--- src/rtl/ctrl_issue_seq.sv ---
// ctrl_issue_seq -- opcode issue sequencer for an external combinational
// control decoder.
//
// Opcodes are queued in a DEPTH-entry FIFO. A small FSM pops one opcode at a
// time into op_reg and drives it to the decoder on dec_in. It captures the
// returned control word on the DECODE edge and holds it on cw_word/cw_valid
// until the consumer takes it.
//
// Optional build macro: CTRL_ISSUE_SEQ_STATS_EN adds a saturating 16-bit
// issue_cnt output that counts control-word handshakes.
//
// Ports:
//   clk       - single clock, rising edge
//   rst       - synchronous active-high reset
//   op_valid  - requester presents op_code
//   op_code   - 7-bit opcode
//   op_ready  - FIFO can accept an opcode (not full)
//   dec_in    - opcode to the external decoder (always op_reg)
//   dec_out   - 26-bit control word from the decoder
//   cw_valid  - cw_word holds an unconsumed control word
//   cw_word   - registered control word
//   cw_ready  - consumer accepts cw_word
//   busy      - FIFO non-empty or FSM not idle
//   issue_cnt - (CTRL_ISSUE_SEQ_STATS_EN only) handshake count, saturating
module ctrl_issue_seq #(
   parameter int unsigned DEPTH = 4
) (
   input  logic        clk,
   input  logic        rst,
   input  logic        op_valid,
   input  logic [6:0]  op_code,
   output logic        op_ready,
   output logic [6:0]  dec_in,
   input  logic [25:0] dec_out,
   output logic        cw_valid,
   output logic [25:0] cw_word,
   input  logic        cw_ready,
   output logic        busy
`ifdef CTRL_ISSUE_SEQ_STATS_EN
   ,
   output logic [15:0] issue_cnt
`endif
);

   localparam int unsigned AW = $clog2(DEPTH);
   localparam int unsigned CW = AW + 1;
   localparam logic [CW-1:0] FULL_CNT = CW'(DEPTH);

   typedef enum logic [1:0] {
      IDLE   = 2'd0,
      DECODE = 2'd1,
      HOLD   = 2'd2
   } state_t;

   state_t        state_q, state_d;
   logic [6:0]    mem_q [DEPTH];
   logic [AW-1:0] wr_ptr_q, wr_ptr_d;
   logic [AW-1:0] rd_ptr_q, rd_ptr_d;
   logic [CW-1:0] count_q, count_d;
   logic [6:0]    op_reg_q, op_reg_d;
   logic [25:0]   cw_word_q, cw_word_d;
   logic          cw_valid_q, cw_valid_d;
   logic          busy_q, busy_d;
   logic          full, empty, push, pop;

   // Full is taken from the current occupancy. A pop on the same edge does
   // not open a slot for a push.
   assign full     = (count_q == FULL_CNT);
   assign empty    = (count_q == '0);
   assign push     = op_valid && !full;

   assign op_ready = !full;
   assign dec_in   = op_reg_q;
   assign cw_word  = cw_word_q;
   assign cw_valid = cw_valid_q;
   assign busy     = busy_q;

   always_comb begin
      state_d   = state_q;
      pop       = 1'b0;
      cw_word_d = cw_word_q;

      case (state_q)
         IDLE: begin
            if (!empty) begin
               pop     = 1'b1;
               state_d = DECODE;
            end
         end
         DECODE: begin
            cw_word_d = dec_out;
            state_d   = HOLD;
         end
         HOLD: begin
            // Back-to-back issue: the next opcode is popped on the handshake
            // edge, so a new word appears every second cycle.
            if (cw_ready) begin
               if (!empty) begin
                  pop     = 1'b1;
                  state_d = DECODE;
               end else begin
                  state_d = IDLE;
               end
            end
         end
         default: state_d = IDLE;
      endcase

      op_reg_d = pop ? mem_q[rd_ptr_q] : op_reg_q;
      rd_ptr_d = pop ? rd_ptr_q + 1'b1 : rd_ptr_q;
      wr_ptr_d = push ? wr_ptr_q + 1'b1 : wr_ptr_q;

      case ({push, pop})
         2'b10:   count_d = count_q + 1'b1;
         2'b01:   count_d = count_q - 1'b1;
         default: count_d = count_q;
      endcase

      cw_valid_d = (state_d == HOLD);
      busy_d     = (count_d != '0) || (state_d != IDLE);
   end

   always_ff @(posedge clk) begin
      if (rst) begin
         state_q    <= IDLE;
         wr_ptr_q   <= '0;
         rd_ptr_q   <= '0;
         count_q    <= '0;
         op_reg_q   <= '0;
         cw_word_q  <= '0;
         cw_valid_q <= 1'b0;
         busy_q     <= 1'b0;
      end else begin
         state_q    <= state_d;
         wr_ptr_q   <= wr_ptr_d;
         rd_ptr_q   <= rd_ptr_d;
         count_q    <= count_d;
         op_reg_q   <= op_reg_d;
         cw_word_q  <= cw_word_d;
         cw_valid_q <= cw_valid_d;
         busy_q     <= busy_d;
      end
   end

   // Storage is not reset; the pointers and occupancy define what is valid.
   always_ff @(posedge clk) begin
      if (!rst && push) begin
         mem_q[wr_ptr_q] <= op_code;
      end
   end

`ifdef CTRL_ISSUE_SEQ_STATS_EN
   logic [15:0] issue_cnt_q, issue_cnt_d;

   always_comb begin
      issue_cnt_d = issue_cnt_q;
      if ((state_q == HOLD) && cw_ready && (issue_cnt_q != '1)) begin
         issue_cnt_d = issue_cnt_q + 16'd1;
      end
   end

   always_ff @(posedge clk) begin
      if (rst) begin
         issue_cnt_q <= '0;
      end else begin
         issue_cnt_q <= issue_cnt_d;
      end
   end

   assign issue_cnt = issue_cnt_q;
`endif

endmodule
--- config.mk ---
export PLATFORM = sky130hd
export DESIGN_NAME = ctrl_issue_seq
export DESIGN_NICKNAME = d
export VERILOG_FILES = /design/src/rtl/ctrl_issue_seq.sv
export SDC_FILE = /design/constraint.sdc
export NUM_CORES = 1
export LEC_CHECK = 0
export BUFFER_PORTS_ARGS = -buffer_cell sky130_fd_sc_hd__buf_4
export CORE_ASPECT_RATIO = 1.4
export CORE_MARGIN = 5
export CORE_UTILIZATION = 55
export CTS_CLUSTER_SIZE = 16
export DETAILED_ROUTE_END_ITERATION = 10
export GPL_ROUTABILITY_DRIVEN = 0
export PLACE_DENSITY = 0.89
export SYNTH_ARGS = -nofsm -noshare
export SYNTH_HDL_FRONTEND = slang
export SYNTH_SLANG_ARGS = --single-unit
export TNS_END_PERCENT = 20
--- constraint.sdc ---
create_clock -name clk -period 5.95 [get_ports clk]
set_clock_uncertainty 0.2 [all_clocks]
set_input_delay 0.595 -clock clk [delete_from_list [all_inputs] [get_ports clk]]
set_output_delay 0.595 -clock clk [all_outputs]
set_load 0.03 [all_outputs]
* Word-level counts from Yosys, hierarchy flattened
Memories as Yosys holds them, arrays and structs flattened. A register that Yosys moved wholly into a read port is not among the register bits. Cells that the tools add are included.
Word-level totals: register bits after elaboration 37, memory bits (writable) 28, output and inout bits 36, memories 1
Memories:
- mem_q | words 4, bits a word 7, read ports 1, clocked after memory_dff 1, write ports 1, line 56 | logic [6:0] mem_q [DEPTH];
Operators by class: $add $sub $neg 4, eq/ne operators 6, multiplexer cells 10, reductions and logical operators 9
Operators by type and width (count):
- == test 2 bit, second input constant | 3
- one-hot mux 2 bit (3 select lines) | 1
- one-hot mux 3 bit (2 select lines) | 1
- 2-to-1 mux 1 bit | 5
- adder 2 x 1 -> 2 bit, second input constant | 2
- == test 2 x 1 -> 1 bit, second input constant | 2
- 2-to-1 mux 2 bit | 2
- adder 3 x 1 -> 3 bit, second input constant | 1
- == test 3 bit, second input constant | 1
- logical NOT 3 bit | 1
- nonzero test 3 bit | 1
- subtractor 3 x 1 -> 3 bit, second input constant | 1
- logical AND 1 bit | 2
- logical NOT 1 bit | 2
- logical NOT 2 bit | 1
- one-hot mux 1 bit (2 select lines) | 1
- nonzero test 2 bit | 1
- logical OR 1 bit | 1

* Depth between registers and ports, before layout
Gate-level depths: netlist of the first run.
depth after elaboration 8, depth in mapped cells 11, depth with buffers taken out 10

* Least setup slack after synthesis of the first run
No wires, ideal clock.
path kind input to register, start input cw_ready, end register busy_q (netlist: busy), library setup time 0.130 ns, data arrival time 2.209 ns, required time 5.620 ns, slack 3.410 ns, stages on the path 11, buffers on the path 1, cell sequence nor2b_1 or3_1 buf_6 clkinv_8 ha_1 inv_1 fa_1 xor2_1 nor2_1 xnor2_1 a31oi_1
On the way: word-level cells in the longest chain between the ends 6, elaborated cells between the ends (all ways) 10, classes of those cells eq/ne (2); mux (5); reduce/logical (3)
Ends and longest elaborated chain:
- from (decl) | line 37 | input logic cw_ready,
- 2-to-1 mux 1 bit * | line 97 | if (cw_ready) begin
- one-hot mux 1 bit (2 select lines) * | line 83 | case (state_q)
- named net pop | line 64 | logic full, empty, push, pop;
- == test 2 x 1 -> 1 bit or == test 2 bit (tied branches) | line 113 | case ({push, pop})
- one-hot mux 3 bit (2 select lines) * | line 113
- nonzero test 3 bit * | line 120 | busy_d = (count_d != '0) || (state_d != IDLE);
- logical OR 1 bit * | line 120
- to (signal assigned) | line 141 | busy_q <= busy_d;
- to (decl) | line 63 | logic busy_q, busy_d;
Mark *: on every way through the listed nets, which the timed path passes. The rest lies on a longest branch. A chain may end at the register's enable or synchronous reset.

* Final worst setup path of the first run
start register count_q[0], end register busy_q (netlist: busy)
On the way: word-level cells in the longest chain between the ends 8, elaborated cells between the ends (all ways) 19, classes of those cells add/sub (2); eq/ne (3); mux (8); reduce/logical (6)
Ends and longest elaborated chain:
- from (decl) | line 59 | logic [CW-1:0] count_q, count_d;
- from (signal assigned) | line 137 | count_q <= count_d;
- logical NOT 3 bit * | line 69 | assign empty = (count_q == '0);
- 2-to-1 mux 1 bit * | line 85, 98
- 2-to-1 mux 1 bit | line 97
- one-hot mux 1 bit (2 select lines) * | line 83
- named net pop | line 64
- == test 2 x 1 -> 1 bit or == test 2 bit (tied branches) | line 113
- one-hot mux 3 bit (2 select lines) * | line 113
- nonzero test 3 bit * | line 120
- logical OR 1 bit * | line 120
Marks and branches as above.

==> results_dict.tcl, run 1 <==
set metrics [dict create \
    clock_path_buffers 2 \
    powerDensity_nw_per_um2 471 \
    tightest_slew_ns 1.04 \
    worstPathArrival_ns 2.74 \
    holdWs_ns 0.254 \
    final_core_util_pct 72.3 \
    layout_commonest_cell "buf_4" \
    nets 355 \
    yosys_warnings 0 \
    yosysSeqAreaShare_pct 63.6 \
    hold_class "register to register" \
    maxCapViolCount 0 \
    rsz0062_at_grt "no" \
    grt_overflow_total 0 \
    cts_tree "yes" \
    drive_above_1_share_pct 30.9 \
    start_util_pct 56.3 \
    viasPerCell 4.99 \
    worst-path-max-fanout 10 \
    ir_worst_vdd_mv 0.451 \
    fmax_ghz 0.366 \
    totalWireLength_microns 5120 \
    max_slew_margin_pct 30.3 \
    die_h_microns 93.0 \
    post_cts_buffers 0 \
    wl_per_cell_microns 13.4 \
    ff2ff_path_depth 10 \
    cts_root_buffer "clkbuf_8" \
    antennaDiodeCount 0 \
    netlist-cell-type-count 29 \
    drtAntennaViolNets 0 \
    gr-usage-all-layers_pct 17.1 \
    crit_path_start_kind "register" \
    clk_pin_slew_ns 0.07 \
    syn_nets 285 \
    dieArea_sq_um 6440 \
    port_buffers 72 \
    fp-row-count 30 \
    grt_pass1_vias 1851 \
    drt_iter0_markers 102 \
    ctsHtreeMaxLevel 3 \
    layout_min_cycle_time_ns 2.73 \
    finalHoldViolCount 0 \
    leakage_nw 1.37 \
    core_sq_um 4800 \
    io_pins 73 \
    slowest_delay_ns 0.55 \
    synth_cells 242 \
    drv_slew 0 \
    dpl.hpwl_microns 3700 \
    synth-seq-cells 72 \
    antenna_found_initial 0 \
    cpMaxStageDelayCell "or3_1" \
    setup_tns_ns 0 \
    crit_chain "nor3_1, or3_1, clkinv_8, ha_1, inv_1, fa_1, xor2_1, nor2_1, xnor2_1, a31oi_1" \
    grt_max_degree 46 \
    setup_viol 0 \
    cp.required_ns 5.95 \
    die_w_microns 69.3 \
    grt_pass1_wl_microns 8670 \
    critPathCaptureType "register" \
    cts_buffers 9 \
    synth_area_sq_um 2710 \
    holdPathStages 2 \
    insertion_delay_ns 0.33 \
    vias 1903 \
    status "finished clean" \
    dr.pass1.iters 4 \
    place_ws_ns 2.99 \
    areaGrowthSynthToFinish_pct 28.4 \
    avgSynthCellArea_sq_um 11.2 \
    setup_ws_ns 3.22 \
    critical_path_class "register to register" \
    fin_area_sq_um 3470 \
    postCtsHoldBufs 0 \
    placedInstanceArea_sq_um 3260 \
    period_share_pct 45.9 \
    final_cell_mix "buf_4, nand2_1, dfxtp_1" \
    clock-sinks 72 \
    cts_resized 0 \
    drcViolationCount 0 \
]
worst max-delay path, delay by kind of cell (launching register included):
kind                     cells  cell delay, ns
AO/OA/AOI/OAI                1            0.11
XOR/XNOR                     2            0.31
adder cells (fa/ha/maj)      2            0.56
buffers and inverters        2            0.21
flip-flops                   1            0.43
AND/OR/NAND/NOR              3            0.78
registers in the layout, indices dropped and copies added (netlist names):
register / count
cw_word: 26
wr_ptr_q: 2
count_q: 3
state_q: 2
rd_ptr_q: 2
cw_valid: 1
mem_q: 28
busy: 1
dec_in: 7
cell families (layout without fill, tap and decap cells):
group           count (synthesis)  in the layout  share of synthesized area [%]
flops                          72             72                           63.6
xor+xnor                        6              6                           1.94
buf+inv                        20             95                           3.75
compound gates                 38             38                           7.17
mux                             7              7                           5.83
fa+ha+maj                       6              6                           3.05
simple gates                   93             93                           14.6
layer usage:
metal  part of all wire, %  track usage [%]  vias to the layer above
li1                      -                -                      956
met1                    39             18.6                      882
met2                    51             29.4                       59
met3                   7.5             6.67                        6
met4                   1.6             7.82                        0
met5                     0                0                        -
synthesized netlist by cell type, drive strengths merged:
master	number	area (sq um)
mux4	7	158
fa	1	20.0
nor2b	2	12.5
xnor2	4	35.0
nand2b	1	6.26
buf	4	28.8
nor4b	1	8.76
a211oi	1	7.51
a21oi	36	180
nor3b	1	7.51
nor3	1	5.00
or3b	1	8.76
nand3	1	5.00
edfxtp	28	841
clkinv	1	16.3
inv	6	22.5
nor2	12	52.6
dfxtp	44	881
ha	5	62.6
and2	4	25.0
xor2	2	17.5
a31oi	1	6.26
or3	1	6.26
nand2	68	258
clkbuf	9	33.8
report_power, final:
part / switching (mW) / internal (mW) / leakage [nW] / total (mW)
registers: 0.0628 / 0.603 / 0.614 / 0.666
clock network: 0.169 / 0.234 / 0.102 / 0.403
logic: 0.345 / 0.222 / 0.649 / 0.567
area by class of cell:
| cell class | count | area [sq um] |
|---|---|---|
| Fill cell | 347 | 1330 |
| Multi-Input combinational cell | 150 | 882 |
| Inverter | 7 | 38.8 |
| Clock inverter | 6 | 83.8 |
| Clock buffer | 10 | 128 |
| Sequential cell | 72 | 1720 |
| Tap cell | 64 | 80.1 |
| Timing Repair Buffer | 72 | 541 |
metrics by stage:
| stage | power (mW) | cells |
|---|---|---|
| 2_1_floorplan | 1.09 | 242 |
| 3_3_place_gp | 1.23 | 365 |
| 3_5_place_dp | 1.25 | 365 |
| 4_1_cts | 1.65 | 381 |
| 5_1_grt | 1.74 | 381 |
| 6_report | 1.64 | 381 |
path summary, 6_finish.rpt:
kind,start,to,slack [ns]
setup / recovery,count_q[0],busy,3.22
hold / removal,cw_word[8],cw_word[8],0.25
setup reg to reg,count_q[0],busy,3.22
hold reg to reg,cw_word[8],cw_word[8],0.25
Note: power is estimated with default switching activity, not from simulation.
==> run 2, diff against run 1 <==
--- a/config.mk
+++ b/config.mk
@@ -8,11 +8,11 @@
 export BUFFER_PORTS_ARGS = -buffer_cell sky130_fd_sc_hd__buf_4
 export CORE_ASPECT_RATIO = 1.4
 export CORE_MARGIN = 5
-export CORE_UTILIZATION = 55
+export CORE_UTILIZATION = 46
 export CTS_CLUSTER_SIZE = 16
 export DETAILED_ROUTE_END_ITERATION = 10
 export GPL_ROUTABILITY_DRIVEN = 0
-export PLACE_DENSITY = 0.89
+export PLACE_DENSITY = 0.8
 export SYNTH_ARGS = -nofsm -noshare
 export SYNTH_HDL_FRONTEND = slang
 export SYNTH_SLANG_ARGS = --single-unit
==> constraint.sdc (replaced) <==
create_clock -name clk -period 2.46 [get_ports clk]
set_clock_uncertainty 0.2 [all_clocks]
set_input_delay 0.246 -clock clk [delete_from_list [all_inputs] [get_ports clk]]
set_output_delay 0.246 -clock clk [all_outputs]
set_load 0.03 [all_outputs]
==> run 2 against run 1 <==
Compared with the run above: final area grew 13%; worst hold slack worse by 0.11 ns; count of clock-buffer cells in the layout shrank 1; setup slack got worse by 3.1 ns; clock power grew to 2.6 times the previous value; flip-flop and latch count did not move; via count rose by 10%; non-clock buffer count rose by 40; power grew to 2.6 times the previous value; sequential power rose by 140%; core utilization decreased by 4.5 points.
==> results_dict.tcl, run 2 (synthesis results as in run 1) <==
set metrics [dict create \
    nets 395 \
    finalHoldViolCount 0 \
    fill_cells 427 \
    period_share_pct 95.8 \
    crit_path_start_kind "register" \
    port_buffers 72 \
    grt_max_degree 46 \
    fp-row-count 33 \
    dr.max_layer_used "met4" \
    r2r_slack_ns 0.10 \
    areaGrowthSynthToFinish_pct 44.9 \
    dieArea_sq_um 7540 \
    die_w_microns 74.8 \
    clock-sinks 72 \
    cp.required_ns 2.48 \
    dpl.hpwl_microns 3730 \
    cts_tree "yes" \
    drt_iter0_markers 94 \
    wl_met3_microns 463 \
    antenna_found_initial 0 \
    place_ws_ns -0.0338 \
    r2r-end "busy" \
    maxCapViolCount 0 \
    hold_class "input port to register" \
    ir_worst_vdd_mv 0.680 \
    critPathCaptureType "register" \
    grt_pass1_wl_microns 9650 \
    powerDensity_nw_per_um2 1090 \
    setup_ws_ns 0.104 \
    regArea_sq_um 1730 \
    layout_min_cycle_time_ns 2.36 \
    max_flop_register "mem_q" \
    clock_path_buffers 2 \
    clk_pin_slew_ns 0.08 \
    hp-start "rst" \
    drcViolationCount 0 \
    ctsHtreeMaxLevel 3 \
    rsz0062_at_grt "no" \
    vias 2093 \
    critical_path_class "register to register" \
    multi_input_area_sq_um 915 \
    core_sq_um 5780 \
    setup_viol 0 \
    placedInstanceArea_sq_um 3310 \
    die_h_microns 101 \
    viasPerCell 4.90 \
    drt-met1-wl_microns 2420 \
    status "finished clean" \
    io_pins 73 \
    cts_buffers 9 \
    totalWireLength_microns 6240 \
    max_slew_margin_pct 61.4 \
    fin_cells 427 \
    wl_per_cell_microns 14.6 \
    layout_commonest_cell "buf_4" \
    holdPathStages 2 \
    hold_end "state_q[1]" \
    cts_root_buffer "clkbuf_8" \
    final_cell_mix "buf_4, nand2_1, dfxtp_1" \
    start_util_pct 46.8 \
    fmax_ghz 0.424 \
    dr.pass1.iters 4 \
    grt_overflow_total 0 \
    leakage_nw 1.56 \
    met2_length_microns 3260 \
    final_core_util_pct 67.8 \
    worstPathArrival_ns 2.37 \
    drtAntennaViolNets 0 \
    tightest_slew_ns 0.578 \
    placedCellCount 376 \
    gr-usage-all-layers_pct 17.1 \
    insertion_delay_ns 0.34 \
    drive_above_1_share_pct 32.5 \
    ff2ff_path_depth 10 \
    grt_pass1_vias 2067 \
    antennaDiodeCount 0 \
    reg2reg_from "state_q[1]" \
    drv_slew 0 \
    largest_reg_flops 28 \
    worst-path-max-fanout 3 \
    fin_area_sq_um 3920 \
]
==> run 2: timing repair <==
item / 4_1_cts / 5_1_grt
hold buffers: 34 / 0
pin swaps: 0 / 3
buffers inserted: 0 / 1
endpoints found under the setup margin: 1 / 2
gates resized for setup: 1 / 10
hold endpoints to repair: 55 / 0
==> run 2: worst max-delay path by stage <==
stage	start	to	slack, ns	depth (start not counted)
floorplan	count_q[0]	busy	0.05	11
detailed placement	count_q[0]	busy	-0.03	10
global route	state_q[1]	busy	0.03	10
global placement	count_q[0]	busy	0.04	10
CTS	count_q[0]	busy	0.02	10
finish	state_q[1]	busy	0.10	10
==> run 2: critical path, stage by stage (launching register included) <==
cell and delay (ns):
dfxtp_2 0.32, nor2b_2 0.16, or3_4 0.43, clkinv_8 0.06, ha_4 0.12, inv_1 0.05, fa_2 0.51, nor2b_4 0.14
a21oi_1 0.08, nor2_2 0.08, a31oi_1 0.08
==> run 2: routing by layer <==
metal	global-route usage [%]	vias to the layer above
li1	-	1035
met1	19.2	986
met2	30.5	63
met3	4.69	9
met4	5.75	0
met5	0	-
==> run 2: layout make-up <==
cell class / instances / share of cell area, %
Clock buffer: 9 / 3.16
Timing Repair Buffer: 112 / 23.6
Multi-Input combinational cell: 150 / 23.3
Clock inverter: 7 / 2.62
Inverter: 7 / 0.989
Tap cell: 70 / 2.23
Sequential cell: 72 / 44.0
==> run 2: metrics by stage <==
stage | total power [mW] | hold WS (ns) | TNS [ns]
2_1_floorplan | 2.63 | 0.145 | 0
4_1_cts | 4.22 | 0.123 | 0
6_report | 4.27 | 0.143 | 0
3_5_place_dp | 3.10 | 0.247 | -0.0338
3_3_place_gp | 3.07 | 0.242 | 0
5_1_grt | 4.52 | 0.156 | 0
==> run 2: power by group <==
| group | total [mW] | switching [mW] | internal [mW] |
|---|---|---|---|
| Sequential | 1.62 | 0.160 | 1.46 |
| Clock | 1.06 | 0.475 | 0.585 |
| Combinational | 1.59 | 0.905 | 0.686 |
| Total | 4.27 | 1.54 | 2.73 |
==> run 3, diff against run 2 <==
--- a/config.mk
+++ b/config.mk
@@ -8,11 +8,13 @@
 export BUFFER_PORTS_ARGS = -buffer_cell sky130_fd_sc_hd__buf_4
 export CORE_ASPECT_RATIO = 1.4
 export CORE_MARGIN = 5
-export CORE_UTILIZATION = 46
+export CORE_UTILIZATION = 58
+export CTS_BUF_LIST = sky130_fd_sc_hd__clkbuf_4
 export CTS_CLUSTER_SIZE = 16
 export DETAILED_ROUTE_END_ITERATION = 10
 export GPL_ROUTABILITY_DRIVEN = 0
-export PLACE_DENSITY = 0.8
+export GPL_TIMING_DRIVEN = 0
+export PLACE_DENSITY = 0.93
 export SYNTH_ARGS = -nofsm -noshare
 export SYNTH_HDL_FRONTEND = slang
 export SYNTH_SLANG_ARGS = --single-unit
==> constraint.sdc (replaced) <==
create_clock -name clk -period 2.72 [get_ports clk]
set_clock_uncertainty 0.2 [all_clocks]
set_input_delay 0.272 -clock clk [delete_from_list [all_inputs] [get_ports clk]]
set_output_delay 0.272 -clock clk [all_outputs]
set_load 0.03 [all_outputs]
==> run 3 against run 2 <==
Compared with the run above: sequential share of layout area increased by 0.95 points; critical endpoint unchanged; clock power decreased by 30%; largest power group is now combinational logic; final area decreased by 2.0%; die area decreased by 18%; critical path type unchanged.
==> results_dict.tcl, run 3 (synthesis results as in run 1) <==
set metrics [dict create \
    clock-sinks 72 \
    crit_path_start "state_q[1]" \
    grt_overflow_total 0 \
    holdPathStages 2 \
    clock_power_share_pct 20.0 \
    p_sw_mw 1.44 \
    dr.pass1.iters 4 \
    cts_root_buffer "clkbuf_4" \
    nets 401 \
    start_util_pct 59.6 \
    io_pins 73 \
    core_sq_um 4540 \
    tightest_slew_ns 0.557 \
    r2r_slack_ns 0.12 \
    leakage_nw 1.52 \
    drtAntennaViolNets 0 \
    clk_pin_slew_ns 0.12 \
    clock_path_buffers 2 \
    status "finished clean" \
    powerDensity_nw_per_um2 973 \
    layout_commonest_cell "buf_4" \
    endpoint "busy" \
    crit_chain "nor2b_1, or3_1, buf_6, clkinv_8, ha_1, inv_1, fa_2, xor2_1, nor2_1, xnor2_1, a31oi_1" \
    totalWireLength_microns 8350 \
    setup_viol 0 \
    ctsHtreeMaxLevel 3 \
    worstPathArrival_ns 2.68 \
    layout_min_cycle_time_ns 2.60 \
    ir_worst_vdd_mv 0.571 \
    hold_class "input port to register" \
    gr-usage-all-layers_pct 29.5 \
    pwr-share-comb_pct 41.0 \
    setup_ws_ns 0.119 \
    port_buffers 71 \
    drcViolationCount 0 \
    final_core_util_pct 84.7 \
    place_ws_ns 0.121 \
    antennaDiodeCount 0 \
    dpl.hpwl_microns 4380 \
    grt_pass1_vias 2542 \
    fmax_ghz 0.385 \
    areaGrowthSynthToFinish_pct 42.0 \
    grt_pass1_wl_microns 13100 \
    cp.required_ns 2.80 \
    drv_slew 0 \
    largest_reg_flops 28 \
    die_w_microns 67.7 \
    finalHoldViolCount 0 \
    drive_above_1_share_pct 30.0 \
    final_cell_mix "buf_4, nand2_1, dfxtp_1" \
    wl_per_cell_microns 19.7 \
    critPathCaptureType "register" \
    max_flop_register "mem_q" \
    drt_iter0_markers 275 \
    setup_tns_ns 0 \
    power_frac_seq_pct 39.0 \
    insertion_delay_ns 0.40 \
    vias 2344 \
    grt_max_degree 13 \
    maxCapViolCount 0 \
    viasPerCell 5.52 \
    p_int_mw 2.30 \
    r2r-end "busy" \
    reg2reg_from "state_q[1]" \
    period_share_pct 95.6 \
    max_slew_margin_pct 62.9 \
    die_h_microns 90.8 \
    antenna_found_initial 0 \
    crit_path_start_kind "register" \
    dieArea_sq_um 6150 \
    critical_path_class "register to register" \
    worst-path-max-fanout 10 \
    fin_cells 425 \
    ff2ff_path_depth 11 \
    rsz0062_at_grt "no" \
    fp-row-count 29 \
    placedCellCount 375 \
    holdWs_ns 0.120 \
    cpMaxStageDelayCell "fa_2" \
    fill_cells 196 \
    cts_tree "yes" \
    switching_share_pct 38.5 \
    slowest_delay_ns 0.35 \
    cts_buffers 9 \
]
-- run 3: cell count changes in the layout (fill, tap and decap cells not counted), sizes merged --
| cell | previous run | this run |
|---|---|---|
| clkbuf | 9 | 19 |
| clkinv | 3 | 4 |
| inv | 9 | 6 |
| clkinvlp | 0 | 1 |
| buf | 78 | 75 |
-- run 3: area by class of cell --
cell class                      instances  area (sq um)  share of cell area (%)
Tap cell                               62          77.6                    2.02
Multi-Input combinational cell        150           901                    23.5
Timing Repair Buffer                  105           873                    22.7
Sequential cell                        72          1730                    45.0
Buffer                                 13          62.6                    1.63
Clock buffer                           10          75.1                    1.96
Inverter                                7          38.8                    1.01
Clock inverter                          6          83.8                    2.18
-- run 3: worst max-delay path, delay by kind of cell, from the launching register on --
| family | cells | cell delay (ns) |
|---|---|---|
| AOI/OAI and AO/OA | 1 | 0.12 |
| and+or+nand+nor | 3 | 0.65 |
| adders and majority gates | 2 | 0.53 |
| DFF | 1 | 0.34 |
| xor gates and xnor gates | 2 | 0.32 |
| buffers and inverters | 3 | 0.31 |
-- run 3: through the flow --
stage,cell area [sq um],power [mW]
after floorplan,2710,2.38
after global placement,3320,2.75
after detailed placement,3320,2.81
after CTS,3810,3.58
after global routing,3840,3.92
final,3840,3.74
-- run 3: power groups by stage --
stage / clock [mW] / combinational (mW) / sequential, mW
2_1_floorplan: 0 / 0.684 / 1.69
3_3_place_gp: 0 / 1.31 / 1.44
3_5_place_dp: 0 / 1.36 / 1.45
4_1_cts: 0.743 / 1.42 / 1.43
5_1_grt: 0.807 / 1.64 / 1.47
6_report: 0.747 / 1.53 / 1.46
-- run 3: routing by layer --
layer	share of wire, %	track usage, %	wire length, microns	vias to the layer above
met5	0	0	0	-
met4	4.7	17.9	396	0
met3	9.1	10.5	756	42
met2	51	48.9	4280	143
met1	35	30.4	2920	1110
li1	-	-	-	1049
-- run 3: repair_timing --
action,in CTS,in global routing
hold buffers,34,0
buffers inserted,0,0
resized for setup,0,9
endpoints found under the hold margin,55,0
setup endpoints to repair,0,2
-- run 3: worst min path at each step --
stage,startpoint,to
6_report,rst,cw_word[19]
5_1_grt,rst,cw_word[19]
4_1_cts,rst,cw_word[19]
3_5_place_dp,cw_word[12],cw_word[12]
3_3_place_gp,cw_word[2],cw_word[2]
2_1_floorplan,op_code[0],mem_q[0][0]
